### src/rtl/doom58_vga_pkg.sv
// Shared screen geometry, colour constants and arbiter FSM state type
// for the VGA write path.
package doom58_vga_pkg;
  localparam int SCREEN_W = 160;
  localparam int SCREEN_H = 120;
  localparam int X_W      = 8;
  localparam int Y_W      = 7;
  localparam int COLOUR_W = 3;

  localparam logic [X_W-1:0] X_LAST = X_W'(SCREEN_W - 1);
  localparam logic [Y_W-1:0] Y_LAST = Y_W'(SCREEN_H - 1);

  localparam logic [COLOUR_W-1:0] BLACK = 3'b000;
  localparam logic [COLOUR_W-1:0] WHITE = 3'b111;

  typedef enum logic [1:0] {
    ST_IDLE,
    ST_CLEAR,
    ST_DONE
  } arb_state_t;
endpackage

### src/rtl/vga_clear_sweep.sv
// Raster sweep counters for the full-screen clear: x inner, y outer,
// with an optional idle gap after each row.
module vga_clear_sweep
  import doom58_vga_pkg::*;
#(
  parameter int CLEAR_ROW_GAP = 0
) (
  input  logic           clock,
  input  logic           reset,
  input  logic           start,
  input  logic           run,
  output logic [X_W-1:0] x,
  output logic [Y_W-1:0] y,
  output logic           active,
  output logic           last
);
  localparam int GAP_W = (CLEAR_ROW_GAP > 0) ? $clog2(CLEAR_ROW_GAP + 1) : 1;

  logic [GAP_W-1:0] gap;

  assign active = (gap == '0);
  assign last   = active && (x == X_LAST) && (y == Y_LAST);

  always_ff @(posedge clock) begin
    if (reset || start) begin
      x   <= '0;
      y   <= '0;
      gap <= '0;
    end else if (run) begin
      if (!active) begin
        gap <= gap - 1'b1;
      end else if (x == X_LAST) begin
        // Hold y at the final row so the counters never leave the screen.
        x <= '0;
        if (!last) begin
          y   <= y + 1'b1;
          gap <= GAP_W'(CLEAR_ROW_GAP);
        end
      end else begin
        x <= x + 1'b1;
      end
    end
  end
endmodule

### src/rtl/vga_write_arbiter.sv
// Round-robin arbiter for the VGA adapter pixel-write port with a built-in
// full-screen clear. Optional macro VGA_ARB_CLIP_EN drops off-screen pixels.
module vga_write_arbiter
  import doom58_vga_pkg::*;
#(
  parameter int NUM_REQ       = 3,
  parameter int CLEAR_ROW_GAP = 0
) (
  input  logic                         clock,
  input  logic                         reset,
  input  logic                         clear_start,
  input  logic [COLOUR_W-1:0]          clear_colour,
  output logic                         clear_busy,
  output logic                         clear_done,
  input  logic [NUM_REQ-1:0]           req,
  input  logic [NUM_REQ*X_W-1:0]       req_x,
  input  logic [NUM_REQ*Y_W-1:0]       req_y,
  input  logic [NUM_REQ*COLOUR_W-1:0]  req_colour,
  output logic [NUM_REQ-1:0]           grant,
  output logic [X_W-1:0]               vga_x,
  output logic [Y_W-1:0]               vga_y,
  output logic [COLOUR_W-1:0]          vga_colour,
  output logic                         vga_write
);
  localparam int PTR_W = (NUM_REQ > 1) ? $clog2(NUM_REQ) : 1;

  arb_state_t state, state_next;

  logic [PTR_W-1:0]    ptr, gnt_idx;
  logic                gnt_vld, arb_en, clear_accept, pix_ok;
  logic [COLOUR_W-1:0] clr_colour;
  logic [X_W-1:0]      sweep_x, pix_x;
  logic [Y_W-1:0]      sweep_y, pix_y;
  logic [COLOUR_W-1:0] pix_colour;
  logic                sweep_active, sweep_last;

  // A clear request in IDLE takes the port ahead of any pending pixel.
  assign clear_accept = !reset && (state == ST_IDLE) && clear_start;
  assign arb_en       = !reset && (state == ST_IDLE) && !clear_start;
  assign clear_busy   = !reset && (state != ST_IDLE);
  assign clear_done   = !reset && (state == ST_DONE);

  vga_clear_sweep #(.CLEAR_ROW_GAP(CLEAR_ROW_GAP)) u_sweep (
    .clock  (clock),
    .reset  (reset),
    .start  (clear_accept),
    .run    (state == ST_CLEAR),
    .x      (sweep_x),
    .y      (sweep_y),
    .active (sweep_active),
    .last   (sweep_last)
  );

  always_comb begin
    int idx;
    idx     = 0;
    gnt_vld = 1'b0;
    gnt_idx = '0;
    grant   = '0;
    if (arb_en) begin
      for (int k = 0; k < NUM_REQ; k++) begin
        idx = (int'(ptr) + k) % NUM_REQ;
        if (!gnt_vld && req[idx]) begin
          gnt_vld = 1'b1;
          gnt_idx = PTR_W'(idx);
        end
      end
    end
    if (gnt_vld) grant[gnt_idx] = 1'b1;
  end

  assign pix_x      = req_x[X_W*gnt_idx +: X_W];
  assign pix_y      = req_y[Y_W*gnt_idx +: Y_W];
  assign pix_colour = req_colour[COLOUR_W*gnt_idx +: COLOUR_W];

`ifdef VGA_ARB_CLIP_EN
  assign pix_ok = (pix_x < X_W'(SCREEN_W)) && (pix_y < Y_W'(SCREEN_H));
`else
  assign pix_ok = 1'b1;
`endif

  always_comb begin
    state_next = state;
    case (state)
      ST_IDLE:  if (clear_start) state_next = ST_CLEAR;
      ST_CLEAR: if (sweep_last) state_next = ST_DONE;
      ST_DONE:  state_next = ST_IDLE;
      default:  state_next = ST_IDLE;
    endcase
  end

  always_ff @(posedge clock) begin
    if (reset) begin
      state      <= ST_IDLE;
      ptr        <= '0;
      clr_colour <= BLACK;
      vga_x      <= '0;
      vga_y      <= '0;
      vga_colour <= '0;
      vga_write  <= 1'b0;
    end else begin
      state     <= state_next;
      vga_write <= 1'b0;
      if (clear_accept) clr_colour <= clear_colour;
      if (gnt_vld) begin
        ptr        <= (gnt_idx == PTR_W'(NUM_REQ - 1)) ? '0 : gnt_idx + 1'b1;
        vga_x      <= pix_x;
        vga_y      <= pix_y;
        vga_colour <= pix_colour;
        vga_write  <= pix_ok;
      end else if ((state == ST_CLEAR) && sweep_active) begin
        vga_x      <= sweep_x;
        vga_y      <= sweep_y;
        vga_colour <= clr_colour;
        vga_write  <= 1'b1;
      end
    end
  end
endmodule

### config.mk
export PLATFORM = sky130hd
export DESIGN_NAME = vga_write_arbiter
export DESIGN_NICKNAME = d
export VERILOG_FILES = /design/src/rtl/doom58_vga_pkg.sv /design/src/rtl/vga_clear_sweep.sv /design/src/rtl/vga_write_arbiter.sv
export SDC_FILE = /design/constraint.sdc
export NUM_CORES = 1
export LEC_CHECK = 0
export ABC_CLOCK_PERIOD_IN_PS = 4200
export CAP_MARGIN = 15
export CORE_UTILIZATION = 42
export DETAILED_ROUTE_END_ITERATION = 10
export HOLD_SLACK_MARGIN = 0.05
export PLACE_DENSITY = 0.86
export SLEW_MARGIN = 20
export SYNTH_ARGS = -nofsm -noshare
export SYNTH_HDL_FRONTEND = slang
export SYNTH_SLANG_ARGS = --single-unit
### constraint.sdc
create_clock -name clock -period 4.2 [get_ports clock]
set_clock_uncertainty 0.2 [all_clocks]
set_input_delay 0.84 -clock clock [delete_from_list [all_inputs] [get_ports clock]]
set_output_delay 0.84 -clock clock [all_outputs]
set_load 0.005 [all_outputs]
Word level (Yosys, flattened, before mapping)

Index checks and enable logic that the tools add are counted.
W data, S select, Z words.

Shift-type cells: 3
Add/sub/neg operators: 6
Order comparisons: 5
Mux-type cells: 36
Multiply operators: 2
Reductions and logical operators: 22
Div/mod/pow operators: 3
Bitwise gates (word level): 2
Equality and inequality tests: 7

Operators with widths:

| cell                    | count |
|---|---|
| $lt A32 B4 Y1 const B   | 3 |
| $mod A32 B3 Y32 const B | 2 |
| $mod A3 B3 Y32 const B  | 1 |
| $mux W8                 | 3 |
| $shiftx A24 B6 Y8       | 1 |
| $shiftx A21 B6 Y7       | 1 |
| $mux W1                 | 16 |
| $mux W2                 | 7 |
| $mux W7                 | 2 |
| $logic_and A1 B1 Y1     | 11 |
| $mux W3                 | 3 |
| $shiftx A9 B5 Y3        | 1 |
| $add A8 B1 Y8 const B   | 1 |
| $eq A8 B8 Y1 const B    | 1 |
| $add A7 B1 Y7 const B   | 1 |
| $eq A7 B7 Y1 const B    | 1 |
| $bmux W1 S2             | 3 |
| $mul A3 B2 Y5 const A   | 1 |
| $eq A2 B2 Y1 const B    | 2 |
| $logic_not A1 Y1        | 4 |
| $mul A2 B2 Y4 const A   | 1 |
| $ne A2 B2 Y1 const B    | 2 |
| $pmux W2 S2             | 1 |
| $reduce_and A2 Y1       | 2 |
| other kinds (13)        | 15 |

Word-level logic and storage cells: 96
Flip-flop bits (word level): 42

Depth between registers and ports, before layout

Depth after elaboration: 19
Mapped depth: 9

Cells and area by module

Synthesis repeated with hierarchy kept, for this count alone.

Cells, all modules: 273
Area total of the unflattened synthesis: 2384.8 µm²

Modules (own cells, without submodules):

| module            | instances | area each (µm²) | cells each |
|---|---|---|---|
| vga_write_arbiter | 1         | 1604.0          | 186 |
| vga_clear_sweep   | 1         | 780.7           | 87 |

Least setup slack after synthesis

OpenSTA, ideal clock, no wires.

Path type: input-to-output
Start: input port clear_start
End: output port grant[0]
Setup slack: 1.325 ns
Buffers on the path: 1
Arrival: 1.835 ns
Stages: 5
Cell sequence: nor4_4 -> o221ai_2 -> a21o_4 -> buf_6 -> nor2b_1

Cells in the longest elaborated chain, start to end: 8

Ends and longest elaborated chain:

| what                                                               | line                    | RTL |
|---|---|---|
| start: declaration                                                 | vga_write_arbiter.sv:11 | `input logic clear_start,` |
| $logic_not A1 Y1 (*)                                               | vga_write_arbiter.sv:39 | `assign arb_en = !reset && (state == ST_IDLE) && !clear_start;` |
| $logic_and A1 B1 Y1 (*)                                            | vga_write_arbiter.sv:39 |  |
| $mux W2                                                            | vga_write_arbiter.sv:60 | `if (arb_en) begin` |
| $lt A2 B3 Y1 (not written as such) or $ge A2 B1 Y1 (tied branches) | vga_write_arbiter.sv:69 | `if (gnt_vld) grant[gnt_idx] = 1'b1;` |
| $logic_and A1 B1 Y1 (not written as such)                          | vga_write_arbiter.sv:69 |  |
| $mux W1 (not written as such)                                      | vga_write_arbiter.sv:69 |  |
| $demux W1 S2                                                       | vga_write_arbiter.sv:69 |  |
| $mux W3 (*)                                                        | vga_write_arbiter.sv:69 |  |
| end: declaration                                                   | vga_write_arbiter.sv:19 | `output logic [NUM_REQ-1:0] grant,` |

Every way passes the cells marked *; elsewhere a longest branch is shown, timed or not.

Final worst setup path

Ends and elaborated chain as after synthesis.

==> results.json <==
{
  "drive_gt1_share_pct": 7.73,
  "drtIter0Drc": 67,
  "die_h_um": 76.1,
  "endpoint_kind": "output pin",
  "timing.final.ws_setup_ns": 0.504,
  "worst_pin_slew_ns": 0.965,
  "die_area_mm2": 0.00580,
  "grt_usage_pct": 22.8,
  "initial_core_util_pct": 44.4,
  "maxCapViolCount": 0,
  "die_w_um": 76.1,
  "fillers": 466,
  "post-cts-setup-buffers": 0,
  "grt_antenna_before_repair": 0,
  "ys_seq_area_share_pct": 35.6,
  "cts_made_buffers": 5,
  "cp.required_ns": 3.16,
  "multiInputGateArea_mm2": 0.00138,
  "slew_violations": 0,
  "clk_latency_ns": 0.29,
  "cts_max_level": 2,
  "gr-total-overflow": 0,
  "n_antenna_cell": 0,
  "core.rowCount": 26,
  "start_kind": "input pin",
  "final_util_pct": 63.3,
  "hold_path_depth": 2,
  "cp_cell_sequence": "clkdlybuf4s50_1, nor4_4, o221ai_2, a21o_4, nor2b_1, clkdlybuf4s50_1",
  "hold_buffers": 0,
  "holdPathEnd": "u_sweep.x[1]",
  "worstHoldPathType": "reg -> reg",
  "ctsLongestPathBuffers": 2,
  "num_io_pins": 87,
  "area_growth_pct": 42.7,
  "num-nets-final": 428,
  "setup_tns_ns": 0,
  "avgSynthCellArea_um2": 8.19,
  "cpMaxStageDelayCell": "clkdlybuf4s50_1",
  "r2r_setup_slack_ns": 1.68,
  "cpMostUsedCell": "clkdlybuf4s50_1",
  "synth_area_mm2": 0.00231,
  "setup_violations": 0,
  "period_share_pct": 88.0,
  "ir_drop_mv": 0.195,
  "reg2reg_depth": 8,
  "clock-sinks": 41,
  "cts_tree": "built",
  "place.gp.congestion": 0.753,
  "cp_max_fo": 4,
  "grt_pass1_wl_mm": 10.9,
  "syn_nets": 349,
  "vias_per_cell": 5.48,
  "period_needed_ns": 3.70,
  "rsz0062_at_grt": "false",
  "worst_r2r_endpoint": "vga_x[5]",
  "place_ws_ns": 0.475,
  "clk_root_buffer_cell": "clkbuf_8",
  "max_freq_mhz": 271,
  "min_from": "u_sweep.x[1]",
  "drtPass1Iterations": 4,
  "cp_slowest_stage_delay_ns": 0.51,
  "ys_ff_latch": 41,
  "grt_pass1_vias": 2344,
  "rr_startpoint": "ptr[0]",
  "routed_wirelength_mm": 6.33,
  "vias": 2366,
  "seq_area_um2": 821,
  "critPathKind": "in -> out",
  "syn-instance-count": 282,
  "grt_max_degree": 40,
  "ant_nets": 0,
  "relSlewSlack_pct": 35.6,
  "p_leak_nw": 1.15,
  "yosysWarningCount": 0,
  "post_cts_resized": 0,
  "power-per-cell-area_mw_per_mm2": 273,
  "io_buffers": 86,
  "fp.coreArea_mm2": 0.00520,
  "clkTransAtPathRegs_ns": 0.07,
  "hold_viol_final": 0,
  "status": "complete, no violations",
  "hpwl_mm": 4.58,
  "cp.arrival_ns": 2.66,
  "drc": 0,
  "yosysUniqueCellTypes": 43,
  "wl_per_cell_um": 14.7
}
registers in the layout, indices dropped and copies added, names as in the netlist:
signal	count
u_sweep.x	8
vga_x	8
u_sweep.y	7
vga_y	7
clr_colour	3
vga_colour	3
ptr	2
state	2
vga_write	1
area by class of cell:
cell class	count	area share (%)
well taps	70	2.66
clock inverters	3	0.532
clock buffers	5	2.09
multi-input cells	218	41.8
inverters	2	0.228
flip-flops and latches	41	24.9
repair buffers	93	27.7
layout by cell type, fill, tap and decap left out, types with 2 or more instances in the layout:
| master | instances |
|---|---|
| a21oi_1 | 20 |
| a221oi_2 | 5 |
| a22oi_1 | 14 |
| a32oi_1 | 5 |
| and2_1 | 5 |
| and3_1 | 3 |
| buf_4 | 7 |
| clkbuf_8 | 5 |
| clkdlybuf4s50_1 | 86 |
| clkinv_2 | 2 |
| dfxtp_1 | 41 |
| ha_1 | 4 |
| inv_1 | 2 |
| mux2i_1 | 8 |
| nand2_1 | 63 |
| nand2b_1 | 2 |
| nand3_1 | 2 |
| nand4_1 | 8 |
| nor2_1 | 26 |
| nor2b_1 | 3 |
| nor3b_1 | 2 |
| o21ai_0 | 4 |
| o221ai_1 | 13 |
| or2_2 | 2 |
| xnor2_1 | 3 |
| xor2_1 | 10 |
cells by family (layout without fill, tap and decap cells):
kind of cell / Yosys count / after routing / share of synthesized area (%)
mux: 8 / 8 / 3.47
buf+inv: 23 / 103 / 4.77
compound gates: 71 / 71 / 24.4
xor+xnor: 13 / 13 / 4.93
fa+ha+maj: 4 / 4 / 2.17
simple gates: 122 / 122 / 24.7
flops: 41 / 41 / 35.6
report_power, final:
part	total (W)	internal, W	switching (W)
logic	0.000224	0.000125	0.0000992
clock network	0.000253	0.000115	0.000139
registers	0.000420	0.000408	0.0000120
worst max-delay path by stage:
stage / startpoint / endpoint / slack (ns) / cells past startpoint
after CTS: clear_start / grant[0] / 0.48 / 6
after detailed placement: clear_start / grant[0] / 0.48 / 6
after global routing: clear_start / grant[0] / 0.44 / 6
final: clear_start / grant[0] / 0.50 / 6
after global placement: clear_start / grant[0] / 0.53 / 6
after floorplan: clear_start / grant[0] / 1.32 / 5
cell usage after synthesis (all sizes together):
cell	count	area (µm²)
mux2i	8	80.1
o221ai	14	129
nand3	2	10.0
o21ai	4	20.0
a221oi	5	75.1
inv	2	7.51
a22oi	14	105
nor3	2	21.3
clkbuf	12	46.3
a32oi	5	43.8
o211ai	1	7.51
a2111oi	1	8.76
a211oi	1	12.5
or3	1	6.26
nand4	8	50.1
dfxtp	41	821
and2	5	31.3
nand4b	1	8.76
nor4	1	21.3
o21a	1	7.51
xnor2	3	26.3
o22a	1	8.76
a21o	1	15.0
or2	2	12.5
nor2b	3	18.8
nand2b	2	12.5
buf	9	56.3
nand2	63	236
xor2	10	87.6
a21oi	20	100
or3b	1	8.76
nor3b	2	15.0
o211a	1	10.0
o32a	1	10.0
a21boi	1	11.3
nor2	26	97.6
and3	3	18.8
ha	4	50.1
through the flow:
step           power (W)  cells  hold WS [ns]  instance area [µm²]
6_report        0.000898    432         0.307                 3290
5_1_grt         0.000940    432         0.325                 3290
4_1_cts         0.000904    432         0.303                 3290
3_5_place_dp    0.000653    424         0.293                 3210
3_3_place_gp    0.000650    424         0.274                 3210
2_1_floorplan   0.000534    282         0.260                 2310
worst max-delay path: cells and delay by family:
family	cells	cell delay, ns
AOI/OAI and AO/OA	2	0.36
and+or+nand+nor	2	0.45
buffers and inverters	2	1.00
layer usage:
metal  GRT usage, %  wire length (µm)  share of wire (%)  up-vias
met3           5.03               383                6.1       10
met5              0                 0                  0        -
met2           40.7              3050                 48       88
met4           6.35                54               0.85        0
li1               -                 -                  -     1175
met1           27.4              2840                 45     1093
No activity file was read; power rests on OpenSTA's default activity.
